[src/rtl/tt_sel_seq.sv]
// tt_sel_seq: drives a select-counter controller (reset, N inc pulses, enable) to select design address N.
// Define TT_SEL_SEQ_INCR_EN to skip the counter reset when the target is at or above the current address.
module tt_sel_seq #(
    parameter int ADDR_W  = 10,
    parameter int RST_W   = 8,
    parameter int PULSE_W = 4
) (
    input  logic              clk,
    input  logic              rst,
    input  logic              req_valid,
    output logic              req_ready,
    input  logic [ADDR_W-1:0] req_addr,
    input  logic              req_ena,
    output logic              ctrl_sel_rst_n,
    output logic              ctrl_sel_inc,
    output logic              ctrl_ena,
    output logic [ADDR_W-1:0] cur_addr,
    output logic              cur_valid
);
    typedef enum logic [2:0] {IDLE, RESET, SETTLE, INC_HI, INC_LO, ENABLE} state_t;
    localparam logic [7:0] RST_M1 = 8'(RST_W - 1);
    localparam logic [7:0] PW_M1  = 8'(PULSE_W - 1);
    state_t            state;
    logic [7:0]        cnt;
    logic [ADDR_W-1:0] rem;
    logic [ADDR_W-1:0] addr_q;
    logic              ena_q;
    logic              incr;
    logic              last;
    assign req_ready = state == IDLE && !rst;
    assign last      = cnt == 8'd0;
    always_comb begin
`ifdef TT_SEL_SEQ_INCR_EN
        incr = cur_valid && req_addr >= cur_addr;
`else
        incr = 1'b0;
`endif
    end
    // rem counts inc pulses still owed; it only decrements on leaving INC_HI
    always_ff @(posedge clk) begin
        if (rst) begin
            state          <= IDLE;
            ctrl_sel_rst_n <= 1'b0;
            ctrl_sel_inc   <= 1'b0;
            ctrl_ena       <= 1'b0;
            cur_valid      <= 1'b0;
            cur_addr       <= '0;
            cnt            <= '0;
            rem            <= '0;
            addr_q         <= '0;
            ena_q          <= 1'b0;
        end else begin
            case (state)
                IDLE: if (req_valid) begin
                    addr_q         <= req_addr;
                    ena_q          <= req_ena;
                    ctrl_ena       <= 1'b0;
                    ctrl_sel_inc   <= 1'b0;
                    ctrl_sel_rst_n <= incr;
                    state          <= incr ? SETTLE : RESET;
                    cnt            <= incr ? PW_M1 : RST_M1;
                    rem            <= incr ? req_addr - cur_addr : req_addr;
                end
                RESET: if (last) begin
                    state          <= SETTLE;
                    ctrl_sel_rst_n <= 1'b1;
                    cnt            <= PW_M1;
                end else cnt <= cnt - 8'd1;
                SETTLE, INC_LO: if (!last) cnt <= cnt - 8'd1;
                else if (rem == '0) begin
                    state     <= ENABLE;
                    ctrl_ena  <= ena_q;
                    cur_addr  <= addr_q;
                    cur_valid <= 1'b1;
                end else begin
                    state        <= INC_HI;
                    ctrl_sel_inc <= 1'b1;
                    cnt          <= PW_M1;
                end
                INC_HI: if (last) begin
                    state        <= INC_LO;
                    ctrl_sel_inc <= 1'b0;
                    cnt          <= PW_M1;
                    rem          <= rem - 1'b1;
                end else cnt <= cnt - 8'd1;
                ENABLE: state <= IDLE;
                default: state <= IDLE;
            endcase
        end
    end
endmodule

[config.mk]
export PLATFORM = sky130hd
export DESIGN_NAME = tt_sel_seq
export DESIGN_NICKNAME = d
export VERILOG_FILES = /design/src/rtl/tt_sel_seq.sv
export SDC_FILE = /design/constraint.sdc
export NUM_CORES = 1
export LEC_CHECK = 0
export ABC_AREA = 0
export CAP_MARGIN = 10
export CORE_MARGIN = 1.5
export CORE_UTILIZATION = 55
export CTS_CLUSTER_SIZE = 28
export DETAILED_ROUTE_END_ITERATION = 8
export GPL_ROUTABILITY_DRIVEN = 0
export PLACE_DENSITY = 0.84
export SYNTH_ARGS = -nofsm -noshare
export SYNTH_HDL_FRONTEND = slang
export SYNTH_SLANG_ARGS = --single-unit
[constraint.sdc]
create_clock -name clk -period 3.3 [get_ports clk]
set_clock_uncertainty 0.2 [all_clocks]
set_input_delay 0.33 -clock clk [delete_from_list [all_inputs] [get_ports clk]]
set_output_delay 0.33 -clock clk [all_outputs]
set_load 0.01 [all_outputs]
# After elaboration in Yosys (flattened, before gate mapping)
# Cells that the tools add are included.
# word_totals
rom_bits	0
out_inout_bits	15
elab_cells	67
register_bits	46
input_bits	14
mem_bits_rw	0
latch_bits	0
memories	0
# classes
eq_ne	11
n_bitwise	0
n_mux	24
reduce_logical	20
multipliers	0
div_mod_pow	0
n_lt_le_gt_ge	0
shift	0
add_sub_neg	2
# ops
operator	n
8-bit 2-to-1 mux	4
8-bit one-hot mux with 3 select lines	1
10-bit 2-to-1 mux	2
10-bit one-hot mux with 2 select lines	1
3-bit 2-to-1 mux	5
2-bit != test, second input constant	6
3-bit one-hot mux with 4 select lines	1
3-bit AND reduction	4
10-bit zero test	1
10-bit by 1-bit subtractor with 10-bit output, second input constant	1
8-bit zero test	1
4-bit AND reduction	2
8-bit by 1-bit subtractor with 8-bit output, second input constant	1
1-bit 2-to-1 mux	7
3-bit by 2-bit == test with 1-bit output, second input constant	2
2-bit nonzero test	3
3-bit nonzero test	2
5-bit AND reduction	1
1-bit one-hot mux with 2 select lines	2
2-bit OR reduction	2
3-bit by 1-bit == test with 1-bit output, second input constant	1
3-bit == test, second input constant	1
3-bit zero test	1
3-bit != test, second input constant	1
other kinds (4)	4

# Logic depth before layout (Yosys ltp)
# Gate-level depths: netlist (run 1).
# depth
ltp_word	4
mapped_depth	8
depth_no_buf	6

# Least setup slack after synthesis (run 1)
# No wires, ideal clock.
# synth_timing
path_kind	register to register
startpoint	register cnt[0]
endpoint	register cur_addr[8]
path_stages_with_launch	9
arrival_time_ps	2052
n_path_buf	2
setup_slack_ps	916
synth_period_minus_slack_ps	2384
path_cell_list	dfxtp_1 > inv_1 > ha_1 > or4b_1 > buf_6 > or4_1 > buf_6 > o21ai_1 > a21oi_1
# synth_via
elab_chain_len	2
# synth_lines
element	line	source
start: declaration	24	logic [7:0] cnt;
start signal: assignment	61	cnt <= incr ? PW_M1 : RST_M1;
start signal: assignment	68	end else cnt <= cnt - 8'd1;
start signal: assignment	69	SETTLE, INC_LO: if (!last) cnt <= cnt - 8'd1;
8-bit zero test	31	assign last = cnt == 8'd0;
3-bit AND reduction (no line)	-	
end signal: assignment	73	cur_addr <= addr_q;
end: declaration	17	output logic [ADDR_W-1:0] cur_addr,
# Every way passes these cells.
# A chain may end at the register's enable or synchronous reset.

# Final worst setup path (run 1)
# layout_timing
startpoint	register cnt[0]
endpoint	register cur_addr[0]
# The elaborated chain is that of the path after synthesis.

==> results of run 1 <==
final timing paths:
check,from,endpoint,slack (ns),cells after the start
min,ena_q$_SDFFE_PP0P_,ena_q$_SDFFE_PP0P_,0.26,2
min reg2reg,ena_q$_SDFFE_PP0P_,ena_q$_SDFFE_PP0P_,0.26,2
max,cnt[0]$_SDFFE_PP0P_,cur_addr[0]$_SDFFE_PP0P_,0.51,6
max reg2reg,cnt[0]$_SDFFE_PP0P_,cur_addr[0]$_SDFFE_PP0P_,0.51,6
metal layers:
layer | vias up | share of wire | track usage
met4 | 0 | 0.012 | 0.0980
met1 | 1101 | 0.45 | 0.338
met2 | 82 | 0.49 | 0.419
li1 | 1133 | - | -
met5 | - | 0 | 0
met3 | 7 | 0.055 | 0.0438
synth_stat cells (all sizes together), types with 3 or more instances:
master	instances	area [um^2]
a21oi	40	204
or4	5	37.5
dfxtp	46	921
nand2b	6	37.5
clkbuf	19	72.6
o31ai	3	22.5
buf	4	31.3
nor2	13	48.8
or3	5	31.3
inv	9	33.8
a21o	3	22.5
a211oi	8	60.1
and2	4	25.0
a211o	3	27.5
nand3	16	80.1
ha	3	37.5
o32ai	4	35.0
o211ai	4	30.0
mux2i	3	30.0
o21ai	21	109
nor4	6	67.6
nor4b	3	26.3
nand2	31	116
or4b	4	40.0
nor3	12	65.1
a31oi	7	43.8
power by group:
| group | switching [mW] | internal [mW] |
|---|---|---|
| Clock | 0.212 | 0.153 |
| Sequential | 0.123 | 0.641 |
| Combinational | 0.551 | 0.315 |
| Total | 0.885 | 1.11 |
registers in the layout (all words and copies together) (netlist names):
| name | count |
|---|---|
| ctrl_sel_inc | 1 |
| ena_q | 1 |
| cnt | 8 |
| state | 3 |
| cur_addr | 10 |
| rem | 10 |
| addr_q | 10 |
| cur_valid | 1 |
| ctrl_sel_rst_n | 1 |
| ctrl_ena | 1 |
through the flow:
stage                     hold WS, ns  total power [mW]
after CTS                       0.263              1.99
after global routing            0.282              2.13
after floorplan                 0.231              1.43
after detailed placement        0.250              1.63
after global placement          0.243              1.61
final                           0.261              1.99
area by class of cell:
type                    count  area share
multi-input cells         218       0.479
flip-flops and latches     46       0.334
repair buffers             34       0.118
clock buffers               5      0.0249
well taps                  50      0.0227
inverters                   9      0.0122
clock inverters             3     0.00907
worst max-delay path: stages (launching register included):
cell and delay, ns:
dfxtp_1 0.35, inv_1 0.14, ha_1 0.23, or4b_1 0.64
or4_1 0.78, o21ai_1 0.24, a21oi_1 0.08
kinds of logic after synthesis:
kind of cell / count (synthesis) / synth area share
adder cells (fa/ha/maj): 3 / 0.0158
AND/OR/NAND/NOR: 108 / 0.252
buffers and inverters: 32 / 0.0579
flip-flops: 46 / 0.388
XOR/XNOR: 1 / 0.00369
AO/OA/AOI/OAI: 102 / 0.265
multiplexers: 4 / 0.0174
cells in the final DEF, fill, tap and decap left out, types with 2 or more instances in the layout:
cell type	instances
nor3_1	11
clkbuf_8	5
a21o_1	3
nor4b_1	2
buf_4	6
clkdlybuf4s50_1	28
o211ai_1	4
o31ai_1	3
o21ai_0	11
nor4_4	2
or4b_1	2
inv_1	9
or4b_2	2
ha_1	3
dfxtp_1	46
or4_1	5
a31oi_1	7
a211oi_1	8
o32ai_1	4
a21oi_1	39
nor2_1	13
o21ai_1	9
or3_1	5
nand2_1	31
a211o_1	2
nor4_1	4
and2_1	4
mux2i_1	3
nand2b_1	6
nand3_1	16
==> out/metrics.yaml, run 1 <==
status:
  status: "complete, no violations"
drt:
  drt-total-wl_um: 5700
  drt_iter0_drc: 239
  vias_per_cell: 6.36
  drc: 0
  wire_per_inst_um: 15.6
  vias: 2323
  drtPass1Iterations: 4
  ant_nets: 0
flow_run:
  cap_violations: 0
clock_network:
  cts_made_buffers: 5
  ctsResizeCount: 0
  clk_pin_slew_ns: 0.10
  tritoncts: "yes"
  cts_sinks: 46
  cts_root_buf: "clkbuf_8"
  clock_path_buffers: 2
  clock_latency_ns: 0.31
  h-tree-depth: 2
  cts-hold-fix-buffers: 0
  postCtsSetupBuffers: 0
die:
  initial_core_util: 0.581
  rows: 23
  core_um2: 4090
  io_pins: 29
  die_w_um: 68.7
  die_h_um: 68.7
  floorplan.die_area_um2: 4720
worst_setup_path:
  cp-start-kind: "flop"
  cp.arrival_ns: 2.77
  required_ns: 3.28
  cp-end-kind: "flop"
  path_class: "reg -> reg"
  cp_max_fo: 10
sta:
  slew_violations: 0
  relSlewSlack: 0.306
  setup_violations: 0
  clock.fmax_mhz: 359
  finalCriticalPeriod_ns: 2.79
  tns_ns: 0
  hold_viol: 0
  period_share: 0.845
  tightest_slew_ns: 1.04
  setup_slack_ns: 0.511
  rsz0062_at_grt: "no"
placement:
  dp_slack_ns: 0.537
  placed_area_um2: 2670
  port_buffers: 28
  dpl.hpwl_um: 3980
  dp_cells: 357
hold_path:
  min-delay-path-class: "reg -> reg"
synthesis:
  syn_area_um2: 2370
  synth_cells: 296
  synth.distinct_cells: 50
  yosys_warnings: 0
  ys_ff_latch: 46
  synth_edf_count: 0
  syn_nets: 313
  dominantRegCellSynth: "dfxtp_1"
  async_reset_ff_frac: 0
  yosysSeqAreaShare: 0.388
  avgSynthCellArea_um2: 8.02
final_layout:
  final_cell_area_um2: 2760
  regArea_um2: 921
  nets: 331
  syn_to_final_growth_pct: 16.2
  final_cells: 365
  fill_cells: 363
  drive_above_1_share: 0.0762
  post-route-util: 0.675
  multi_input_area_um2: 1320
  num_antenna_cells: 0
power:
  peakVddDrop_mv: 0.388
  powerDensity_nw_per_um2: 723
  p_leak_nw: 0.922
global_routing:
  grt.overflow.total: 0
  grt_pass1_wl_um: 9230
  grt_pass1_vias: 2051
  grt_max_degree: 35
  track_usage: 0.257
  antenna_found_initial: 0
Power figures use the tool's default switching activity.
==> run 2: changes to the inputs <==
--- a/config.mk
+++ b/config.mk
@@ -8,11 +8,11 @@
 export ABC_AREA = 0
 export CAP_MARGIN = 10
 export CORE_MARGIN = 1.5
-export CORE_UTILIZATION = 55
+export CORE_UTILIZATION = 50
 export CTS_CLUSTER_SIZE = 28
 export DETAILED_ROUTE_END_ITERATION = 8
 export GPL_ROUTABILITY_DRIVEN = 0
-export PLACE_DENSITY = 0.84
+export PLACE_DENSITY = 0.81
 export SYNTH_ARGS = -nofsm -noshare
 export SYNTH_HDL_FRONTEND = slang
 export SYNTH_SLANG_ARGS = --single-unit
==> constraint.sdc (replaced) <==
create_clock -name clk -period 2.4 [get_ports clk]
set_clock_uncertainty 0.2 [all_clocks]
set_input_delay 0.24 -clock clk [delete_from_list [all_inputs] [get_ports clk]]
set_output_delay 0.24 -clock clk [all_outputs]
set_load 0.01 [all_outputs]
==> run 2 against run 1 <==
Net effect: clock-buffer cell count unchanged; die area increased by 9.5%; via count grew 2.8%; critical path type is now reg -> out; combinational power up 77%; sequential share of layout area down 2.5 points; worst setup slack got worse by 0.43 ns; global-route usage rose by 0.096 points; non-clock buffer count grew 22; first-iteration DRC count down 26%; worst hold slack about the same; cell count increased by 6.6%; critical endpoint is now req_ready.
==> out/metrics.yaml, run 2 (synthesized netlist as in run 1, its figures left out) <==
status:
  status: "complete, no violations"
die:
  core_um2: 4470
  rows: 24
  die_w_um: 71.9
  die_h_um: 71.9
  io_pins: 29
  initial_core_util: 0.531
  floorplan.die_area_um2: 5170
final_layout:
  mostFrequentLayoutCells: "dfxtp_1 (45), a21oi_1 (39), nand2_1 (31)"
  drive_above_1_share: 0.160
  reg.largest.list: "addr_q: 10 flops, cur_addr: 10 flops, rem: 10 flops"
  final_cell_area_um2: 2980
  layout_commonest_cell: "dfxtp_1"
  num_antenna_cells: 0
  nets: 353
  syn_to_final_growth_pct: 25.6
  fill_cells: 372
drt:
  vias_per_cell: 6.14
  ant_nets: 0
  dr_wl_met2_um: 3040
  drt_iter0_drc: 178
  highest_layer: "met4"
  drt-met1-wl_um: 2850
  drt-total-wl_um: 6320
  wl_met3_um: 322
  vias: 2389
  drc: 0
  wire_per_inst_um: 16.2
  drtPass1Iterations: 4
placement:
  dpl.hpwl_um: 4400
  placed_area_um2: 2830
  port_buffers: 28
global_routing:
  grt_pass1_wl_um: 10700
  grt.overflow.total: 0
  grt_pass1_vias: 2295
  track_usage: 0.258
  grt_max_degree: 42
  antenna_found_initial: 0
sta:
  hold_viol: 0
  setup_violations: 0
  tightest_slew_ns: 0.628
  slew_violations: 0
  rsz0062_at_grt: "no"
  relSlewSlack: 0.578
  tns_ns: 0
  clock.fmax_mhz: 431
  period_share: 0.967
  finalCriticalPeriod_ns: 2.32
worst_setup_path:
  path_class: "reg -> out"
  cp.arrival_ns: 1.88
  required_ns: 1.96
  cp-start-kind: "flop"
  rrSetupSlack_ns: 0.11
  cp_max_fo: 17
  cp-end-kind: "output port"
  r2r_cells: 9
power:
  seqPwrFrac: 0.327
  power.share.combinational: 0.485
  p_switching_mw: 1.31
  power.share.clock: 0.188
  powerDensity_nw_per_um2: 1050
  peakVddDrop_mv: 0.400
  p_leak_nw: 1.05
  p_int_mw: 1.84
  switching_share: 0.416
  fin_total_pwr_mw: 3.14
clock_network:
  tritoncts: "yes"
  cts_made_buffers: 5
  cts_root_buf: "clkbuf_8"
  clock_latency_ns: 0.30
  clock_path_buffers: 2
  clk_pin_slew_ns: 0.09
  cts_sinks: 46
  h-tree-depth: 2
hold_path:
  whs_path_depth: 2
  min-delay-path-class: "reg -> reg"
flow_run:
  cap_violations: 0
-- run 2: routing by layer --
metal  GRT usage  vias up
met1       0.341     1130
met4       0.101        0
met5           0        -
met2       0.421       73
li1            -     1175
met3      0.0444       11
-- run 2: final timing paths --
kind,startpoint,endpoint
setup / recovery,state[1]$_SDFFE_PP0P_,req_ready
hold / removal,addr_q[5]$_SDFFE_PP0P_,addr_q[5]$_SDFFE_PP0P_
setup reg to reg,cnt[1]$_SDFFE_PP0P_,ctrl_ena$_SDFFE_PP0P_
hold reg to reg,addr_q[5]$_SDFFE_PP0P_,addr_q[5]$_SDFFE_PP0P_
-- run 2: stage by stage --
step / cells / hold slack [ns] / utilization / setup slack, ns
after global placement: 380 / 0.242 / 0.631 / -0.00235
final: 389 / 0.262 / 0.666 / 0.0784
after floorplan: 296 / 0.176 / - / 0.0159
after global routing: 389 / 0.283 / 0.666 / 0.0111
after CTS: 389 / 0.263 / 0.662 / 0.0212
after detailed placement: 380 / 0.249 / 0.631 / -0.117
-- run 2: power groups by stage --
stage	Sequential (mW)	Combinational [mW]	Clock [mW]
final	1.03	1.53	0.592
after global routing	1.05	1.66	0.630
after CTS	1.02	1.46	0.598
after detailed placement	1.04	1.41	0
after global placement	1.03	1.39	0
after floorplan	0.985	0.978	0
-- run 2: repair_timing --
action	in CTS	in global routing
resized for setup	3	6
pin swaps	1	1
setup endpoints to repair	17	29
hold buffers	0	0
setup buffers	1	0
-- run 2: worst max-delay path, stage by stage, from the launching register on --
cell and delay (ns):
dfxtp_1 0.49, or3_1 0.41, nor2_1 0.13, clkdlybuf4s50_1 0.55
-- run 2: final cells by class --
cell class              instances  area [um^2]  share of cell area
repair buffers                 56          490               0.164
well taps                      52         65.1              0.0218
inverters                       9         33.8              0.0113
clock inverters                 3         43.8              0.0147
clock buffers                   5         68.8              0.0231
multi-input cells             218         1360               0.455
flip-flops and latches         46          922               0.309
